`src/rtl/pb_pkg.sv`:
```
// ============================================================================
//  Module      : pb_pkg
//  Description : Shared types and default timing constants for the push-button
//                press generator.
//  Revision    : 1.0  initial release
// ============================================================================
`default_nettype none

package pb_pkg;

    // Press sequencer states
    typedef enum logic [2:0] {
        IDLE = 3'd0,
        FALL = 3'd1,
        HOLD = 3'd2,
        RISE = 3'd3,
        GAP  = 3'd4
    } pb_state_t;

    localparam int PB_HOLD_W       = 16;
    localparam int PB_BOUNCE_EDGES = 5;
    localparam int PB_BOUNCE_CYC   = 16;
    localparam int PB_GAP_CYC      = 64;

    // Larger of two integers, used to size the shared down-counter
    function automatic int pb_max(input int a, input int b);
        return (a > b) ? a : b;
    endfunction

endpackage

`default_nettype wire

```
`src/rtl/pb_press_gen_cyc_timer.sv`:
```
// ============================================================================
//  Module      : cyc_timer
//  Description : Loadable down-counter that saturates at zero. Flags the
//                final cycle (count zero) and the cycle before it (count one).
//  Revision    : 1.0  initial release
// ============================================================================
`default_nettype none

module cyc_timer #(
    parameter int W = 8
) (
    input  logic         clk,
    input  logic         rst_n,
    input  logic         load,
    input  logic [W-1:0] load_val,
    input  logic         dec,
    output logic         zero,
    output logic         one
);

    logic [W-1:0] cnt_q;
    logic [W-1:0] cnt_d;

    // Load has priority over decrement; the count never wraps below zero
    always_comb begin
        cnt_d = cnt_q;
        if (load) begin
            cnt_d = load_val;
        end else if (dec && (cnt_q != '0)) begin
            cnt_d = cnt_q - W'(1);
        end
    end

    // Count register
    always_ff @(posedge clk or negedge rst_n) begin
        if (!rst_n) begin
            cnt_q <= '0;
        end else begin
            cnt_q <= cnt_d;
        end
    end

    assign zero = (cnt_q == '0);
    assign one  = (cnt_q == W'(1));

endmodule

`default_nettype wire

```
`src/rtl/pb_press_gen.sv`:
```
// ============================================================================
//  Module      : pb_press_gen
//  Description : Drives an active-low push-button line with one complete
//                press/release waveform per accepted request, optionally with
//                contact bounce on both edges, followed by a high gap.
//  Revision    : 1.0  initial release
// ============================================================================
`default_nettype none

module pb_press_gen
    import pb_pkg::*;
#(
    parameter int HOLD_W       = PB_HOLD_W,
    parameter int BOUNCE_EDGES = PB_BOUNCE_EDGES,
    parameter int BOUNCE_CYC   = PB_BOUNCE_CYC,
    parameter int GAP_CYC      = PB_GAP_CYC
) (
    input  logic              clk,
    input  logic              rst_n,
    input  logic              req,
    input  logic [HOLD_W-1:0] hold_cyc,
    input  logic              bounce_en,
    input  logic              abort,
    output logic              PB,
    output logic              busy,
    output logic              done
);

    localparam int CNT_W  = pb_max(HOLD_W, $clog2(pb_max(BOUNCE_CYC, GAP_CYC)) + 1);
    localparam int EDGE_W = $clog2(BOUNCE_EDGES + 1);

    localparam logic [CNT_W-1:0]  C_BC_LOAD   = CNT_W'(BOUNCE_CYC - 1);
    localparam logic [CNT_W-1:0]  C_GAP_LOAD  = CNT_W'(GAP_CYC - 1);
    localparam logic [EDGE_W-1:0] C_EDGE_LOAD = EDGE_W'(BOUNCE_EDGES - 1);
    localparam logic              C_GAP_ONE   = (GAP_CYC == 1);
    localparam logic              C_HAS_BNC   = (BOUNCE_EDGES > 1);

    // A zero hold request still produces a one-cycle press
    function automatic logic [CNT_W-1:0] hold_load(input logic [HOLD_W-1:0] h);
        return (h == '0) ? '0 : CNT_W'(h - HOLD_W'(1));
    endfunction

    // ------------------------------------------------------------------------
    // Reset: asserted asynchronously, released in step with clk
    // ------------------------------------------------------------------------
    logic [1:0] rst_sync_q;
    logic       rst_int_n;

    // Two-stage release synchronizer
    always_ff @(posedge clk or negedge rst_n) begin
        if (!rst_n) begin
            rst_sync_q <= 2'b00;
        end else begin
            rst_sync_q <= {rst_sync_q[0], 1'b1};
        end
    end

    assign rst_int_n = rst_sync_q[1];

    // ------------------------------------------------------------------------
    // State and datapath
    // ------------------------------------------------------------------------
    pb_state_t         state_q, state_d;
    logic              pb_q, pb_d;
    logic              busy_q, busy_d;
    logic              done_q, done_d;
    logic [HOLD_W-1:0] hold_q, hold_d;
    logic              bounce_q, bounce_d;
    logic [EDGE_W-1:0] edge_q, edge_d;

    logic              tmr_load;
    logic [CNT_W-1:0]  tmr_val;
    logic              tmr_dec;
    logic              tmr_zero;
    logic              tmr_one;

    assign tmr_dec = (state_q != IDLE);

    cyc_timer #(
        .W (CNT_W)
    ) u_timer (
        .clk      (clk),
        .rst_n    (rst_int_n),
        .load     (tmr_load),
        .load_val (tmr_val),
        .dec      (tmr_dec),
        .zero     (tmr_zero),
        .one      (tmr_one)
    );

    // Next-state, next-output and timer-load decisions for the press sequence
    always_comb begin
        state_d  = state_q;
        pb_d     = pb_q;
        busy_d   = busy_q;
        done_d   = 1'b0;
        hold_d   = hold_q;
        bounce_d = bounce_q;
        edge_d   = edge_q;
        tmr_load = 1'b0;
        tmr_val  = '0;

        case (state_q)
            IDLE: begin
                if (req) begin
                    hold_d   = hold_cyc;
                    bounce_d = bounce_en;
                    pb_d     = 1'b0;
                    busy_d   = 1'b1;
                    tmr_load = 1'b1;
                    if (bounce_en && C_HAS_BNC) begin
                        state_d = FALL;
                        tmr_val = C_BC_LOAD;
                        edge_d  = C_EDGE_LOAD;
                    end else begin
                        state_d = HOLD;
                        tmr_val = hold_load(hold_cyc);
                    end
                end
            end
            FALL: begin
                if (tmr_zero) begin
                    pb_d     = ~pb_q;
                    tmr_load = 1'b1;
                    if (edge_q == EDGE_W'(1)) begin
                        // Final low level of the burst doubles as the first HOLD cycle
                        state_d = HOLD;
                        tmr_val = hold_load(hold_q);
                        edge_d  = '0;
                    end else begin
                        edge_d  = edge_q - EDGE_W'(1);
                        tmr_val = C_BC_LOAD;
                    end
                end
            end
            HOLD: begin
                if (tmr_zero) begin
                    pb_d     = 1'b1;
                    tmr_load = 1'b1;
                    if (bounce_q && C_HAS_BNC) begin
                        state_d = RISE;
                        tmr_val = C_BC_LOAD;
                        edge_d  = C_EDGE_LOAD;
                    end else begin
                        state_d = GAP;
                        tmr_val = C_GAP_LOAD;
                        done_d  = C_GAP_ONE;
                    end
                end
            end
            RISE: begin
                if (tmr_zero) begin
                    pb_d     = ~pb_q;
                    tmr_load = 1'b1;
                    if (edge_q == EDGE_W'(1)) begin
                        // Final high level of the burst is the first GAP cycle
                        state_d = GAP;
                        tmr_val = C_GAP_LOAD;
                        edge_d  = '0;
                        done_d  = C_GAP_ONE;
                    end else begin
                        edge_d  = edge_q - EDGE_W'(1);
                        tmr_val = C_BC_LOAD;
                    end
                end
            end
            GAP: begin
                if (tmr_zero) begin
                    state_d = IDLE;
                    busy_d  = 1'b0;
                end else begin
                    done_d  = tmr_one;
                end
            end
            default: begin
                state_d = IDLE;
                pb_d    = 1'b1;
                busy_d  = 1'b0;
            end
        endcase

        // Abort cuts any active press short; IDLE and GAP ignore it
        if (abort && ((state_q == FALL) || (state_q == HOLD) || (state_q == RISE))) begin
            state_d  = GAP;
            pb_d     = 1'b1;
            busy_d   = 1'b1;
            edge_d   = '0;
            tmr_load = 1'b1;
            tmr_val  = C_GAP_LOAD;
            done_d   = C_GAP_ONE;
        end
    end

    // Sequencer registers; all outputs come straight from flops
    always_ff @(posedge clk or negedge rst_int_n) begin
        if (!rst_int_n) begin
            state_q  <= IDLE;
            pb_q     <= 1'b1;
            busy_q   <= 1'b0;
            done_q   <= 1'b0;
            hold_q   <= '0;
            bounce_q <= 1'b0;
            edge_q   <= '0;
        end else begin
            state_q  <= state_d;
            pb_q     <= pb_d;
            busy_q   <= busy_d;
            done_q   <= done_d;
            hold_q   <= hold_d;
            bounce_q <= bounce_d;
            edge_q   <= edge_d;
        end
    end

    assign PB   = pb_q;
    assign busy = busy_q;
    assign done = done_q;

endmodule

`default_nettype wire

```
`config.mk`:
```
export PLATFORM = sky130hd
export DESIGN_NAME = pb_press_gen
export DESIGN_NICKNAME = d
export VERILOG_FILES = /design/src/rtl/pb_pkg.sv /design/src/rtl/pb_press_gen_cyc_timer.sv /design/src/rtl/pb_press_gen.sv
export SDC_FILE = /design/constraint.sdc
export NUM_CORES = 1
export LEC_CHECK = 0
export BUFFER_PORTS_ARGS = -buffer_cell sky130_fd_sc_hd__buf_2
export CORE_MARGIN = 10
export CORE_UTILIZATION = 55
export DETAILED_ROUTE_END_ITERATION = 12
export GPL_TIMING_DRIVEN = 0
export PLACE_DENSITY_LB_ADDON = 0.15
export SETUP_SLACK_MARGIN = 0.05
export SYNTH_ARGS = -nofsm -noshare
export SYNTH_HDL_FRONTEND = slang
export SYNTH_SLANG_ARGS = --single-unit
```
`constraint.sdc`:
```
create_clock -name clk -period 2.9 [get_ports clk]
set_input_delay 0.29 -clock clk [delete_from_list [all_inputs] [get_ports clk]]
set_output_delay 0.29 -clock clk [all_outputs]
set_load 0.1 [all_outputs]
```
; ---- Word level (Yosys, flattened, before mapping)
; Index checks and enable logic that the tools add are counted.
[totals]
output_inout_bits = 3
reg_bits = 44
wordCells = 100
[op_classes]
mux = 49
add_sub_neg = 4
bitwise_logic = 1
n_reduce_logical = 19
n_eq_ne = 18
[ops]
columns = cell, count
row1 = $mux 16, 9
row2 = $pmux 16 s4, 1
row3 = $logic_not 16->1, 3
row4 = $mux 3, 16
row5 = $sub 16x1->16 const B, 3
row6 = $mux 6, 4
row7 = $ne 3x2->1 const B, 6
row8 = $eq 16x1->1 const B, 1
row9 = $reduce_bool 16->1, 1
row10 = $pmux 3 s5, 1
row11 = $mux 1, 13
row12 = $ne 3x3->1 const B, 3
row13 = $pmux 3 s3, 1
row14 = $reduce_and 7->1, 1
row15 = $eq 3x1->1 const B, 2
row16 = $eq 3x2->1 const B, 2
row17 = $reduce_and 6->1, 1
row18 = $pmux 1 s4, 1
row19 = $reduce_and 4->1, 1
row20 = $reduce_bool 4->1, 1
row21 = $eq 3x3->1 const B, 1
row22 = $logic_not 3->1, 1
row23 = $ne 3x1->1 const B, 1
row24 = $pmux 1 s3, 1
row25 = other kinds (14), 16

; ---- Longest topological paths before layout
[logic_depth]
word_depth = 7
mapped_depth = 8
ltp_nobuf = 8

; ---- Modules after synthesis
; From an unflattened synthesis, not the netlist that was laid out.
[hier_totals]
cells_unflattened = 354
hier_area_um2 = 3116.7
[modules_own_cells]
columns = mod, instances, seq_area_each_um2, cells_per_inst, area_each_um2
row1 = pb_press_gen, 1, 701.9, 234, 2088.3
row2 = cyc_timer, 1, 400.4, 120, 1028.5

; ---- Least setup slack after synthesis
; OpenSTA, ideal clock, no wires.
[synth_path]
path_kind = register -> register
from = register u_timer.cnt_q[6]
to = register u_timer.cnt_q[10]
synth_period_minus_slack_ps = 2112
required_time_ps = 2816
slack_ps = 788
t_arrival_ps = 2029
stages_incl_launch_ff = 7
setup_ps = 84
cell_sequence = dfrtp_1 or4_4 nor3_4 nand2_4 nor4_4 a22oi_1 o22ai_1
[synth_between]
elab_chain_cells = 5
[synth_lines]
columns = item, line_no
row1 = "start, declared", pb_press_gen_cyc_timer.sv:21  ; logic [W-1:0] cnt_q;
row2 = "start signal, assigned", pb_press_gen_cyc_timer.sv:39  ; cnt_q <= cnt_d;
row3 = "parallel branches: the longest is 5 deep, another holds $sub 16x1->16", -
; Several ways; the timed one is not identified. The select of a mux whose other input is x is not followed.
; A chain may end at the register's enable or synchronous reset.

; ---- Worst setup path in the final report
[layout_path]
from = register state_q[0]
to = register u_timer.cnt_q[13]
[layout_between]
elab_chain_cells = 6
[layout_lines]
columns = item, line_no
row1 = "start, declared", pb_press_gen.sv:63  ; pb_state_t state_q, state_d;
row2 = "start signal, assigned", pb_press_gen.sv:205  ; state_q <= state_d;
row3 = "parallel branches: the longest is 6 deep, another holds $mux 16", -
; Several ways; the timed one is not identified.

==> flow_summary.ini <==
[setup_path]
start_kind = flop
arrival_ns = 2.81
worstRegToRegCells = 7
end_kind = flop
crit_type = reg2reg
critPathRequiredTime_ns = 3.12
cp_max_fo = 9

[clock_tree]
path_clk_slew_ns = 0.09
cts_buffers = 5
clock_path_buffers = 2
cts_root_buf = clkbuf_8
clock-sinks = 44
cts_tree = yes
clock_latency_ns = 0.30
htree_levels = 2

[timing]
relSlewSlack = 0.416
drv_slew = 0
hold_viol = 0
rsz0062_at_grt = no
finalClockSkew_ns = 0.0113
fmax_mhz = 386
whs_ns = 0.147
finalSetupTns_ns = 0
worst_pin_slew_ns = 0.864
post-route-period-util = 0.893
setup_viol = 0
fin_crit_ns = 2.59

[grt]
grt_pass1_wl_um = 13200
first_global_vias = 2673
gr-usage-all-layers = 0.181
antenna_found_initial = 0
grt_max_degree = 32
grt_overflow = 0

[die]
ios = 24
die_y_um = 94.9
fp.coreArea_um2 = 5470
floorplan.initialDensity = 0.564
die-width_um = 94.9
row_count = 27
dieArea_um2 = 9010

[detailed_routing]
vias = 2900
drt_wl_total_um = 7970
avgRoutedWirePerCell_um = 17.2
drt-initial-drc-count = 283
dr.pass1.iters = 5
ant_nets = 0
drc = 0
viasPerCell = 6.25

[run_status]
status = finished, final reports clean

[final_layout]
layout.nets = 419
layout-drive-gt1-share = 0.151
antennaDiodeCount = 0
area_growth_pct = 11.4

[synth]
syn_area_um2 = 3090
ys_ff_latch = 44
ys_types = 55
syn_nets = 389
synth_largest_area_cell = dfrtp_1
synth_ff_type = dfrtp_1
yosysMostFrequentCell = dfrtp_1
syn-mean-instance-area_um2 = 8.56
synth_top_area_frac = 0.348
netlist_instances = 361
yosysSeqAreaShare = 0.357
synthTopCellsByArea = dfrtp_1, mux2_2, xnor2_1
yosys_warnings = 0
synth_common_cells = dfrtp_1, nor2_1, nand2_1, a21oi_1, o21ai_0
synth_edf_count = 0
async_flop_share = 1.00

[hold_path]
hp-class = reg2async

[pwr]
p_seq_frac = 0.361
net-switching-power_w = 0.00140
power.clock.fraction = 0.166
switching_share = 0.442
comb_power_share = 0.473
fin_total_pwr_w = 0.00316
vdd_drop_max_mv = 0.540
p_int_w = 0.00177
power_leakage_nw = 1.32
p_per_area_nw_per_um2 = 919

[placement]
gp_congestion = 0.959
io_buffers = 21
hpwl_um = 6020

[flow_run]
drv_cap = 0
[flip-flops by register name, summed over array words and instances (netlist names)]
name           count
PB                 1
state_q            3
edge_q             3
u_timer.cnt_q     16
rst_sync_q         2
hold_q            16
busy               1
done               1
bounce_q           1
[routing by layer]
layer / GRT usage / routed length [µm] / up-vias
li1: - / - / 1409
met1: 0.251 / 3760 / 1397
met2: 0.281 / 3680 / 88
met3: 0.0381 / 461 / 6
met4: 0.0461 / 62 / 0
met5: 0 / 0 / -
[worst max-delay path, cell delays in order, from the launching register on]
cell and delay (ns):
dfrtp_1 0.37, clkbuf_1 0.20, nor4b_1 0.76, nor2b_1 0.43, o21ai_1 0.28, a21oi_1 0.21, a21oi_1 0.07, o22ai_1 0.18
[stage by stage]
step	setup slack, ns	area (µm²)	instances	utilization
2_1_floorplan	0.788	3090	361	-
3_3_place_gp	0.346	3280	454	0.600
3_5_place_dp	0.322	3310	455	0.604
4_1_cts	0.337	3440	464	0.629
5_1_grt	0.100	3440	464	0.629
6_report	0.312	3440	464	0.629
[cell type report]
class                           instances  area, µm²
Fill cell                             474       2030
Multi-Input combinational cell        295       1900
Sequential cell                        44       1100
Timing Repair Buffer                   23        135
Clock buffer                            7       96.3
Tap cell                               72       90.1
Buffer                                 13       52.6
Inverter                                9       33.8
Clock inverter                          1       30.0
[power groups by stage]
stage,clock network [W],logic (W),registers [W]
after floorplan,0,0.00109,0.00116
after global placement,0,0.00143,0.00114
after detailed placement,0,0.00147,0.00115
after CTS,0.000538,0.00148,0.00113
after global routing,0.000551,0.00165,0.00118
final,0.000525,0.00149,0.00114
[cell families (layout without fill, tap and decap cells)]
kind of cell,Yosys count,count (layout),share of synthesized area
buf+inv,22,53,0.0279
fa+ha+maj,7,7,0.0284
mux,16,16,0.0583
other cells,1,1,0.00121
simple gates,147,147,0.256
xor+xnor,28,28,0.0794
compound gates,96,96,0.192
flops,44,44,0.357
[timing repair]
action                     4_1_cts  5_1_grt
setup endpoints to repair        0        0
hold endpoints to repair         2        0
buffers inserted                 0        0
hold buffers                     1        0
gates resized for setup          0        0
[worst paths after layout]
path | startpoint | endpoint | slack (ns)
worst max-delay path | state_q[0] | u_timer.cnt_q[13] | 0.31
worst min-delay path | rst_sync_q[1] | hold_q[7] | 0.15
min in group clk | hold_cyc[1] | hold_q[1] | 0.26
worst max register to register | state_q[0] | u_timer.cnt_q[13] | 0.31
max in group asynchronous | rst_sync_q[1] | PB | 2.24
worst min register to register | rst_sync_q[1] | hold_q[7] | 0.15
[cells in the final DEF (no fill, tap or decap), types with 5 or more instances in the layout]
cell      count
dfrtp_1      42
nor2_1       38
nand2_1      30
a21oi_1      27
buf_2        24
o21ai_0      23
xnor2_1      18
mux2_2       16
nor3_1       14
nor4_1       14
o22ai_1      11
clkbuf_1     10
xor2_1       10
inv_1         9
nand3_1       8
nand4_1       7
ha_1          7
clkbuf_8      7
a31oi_1       6
nand2b_1      5
or4_1         5
Note: power is estimated with default switching activity, not from simulation.
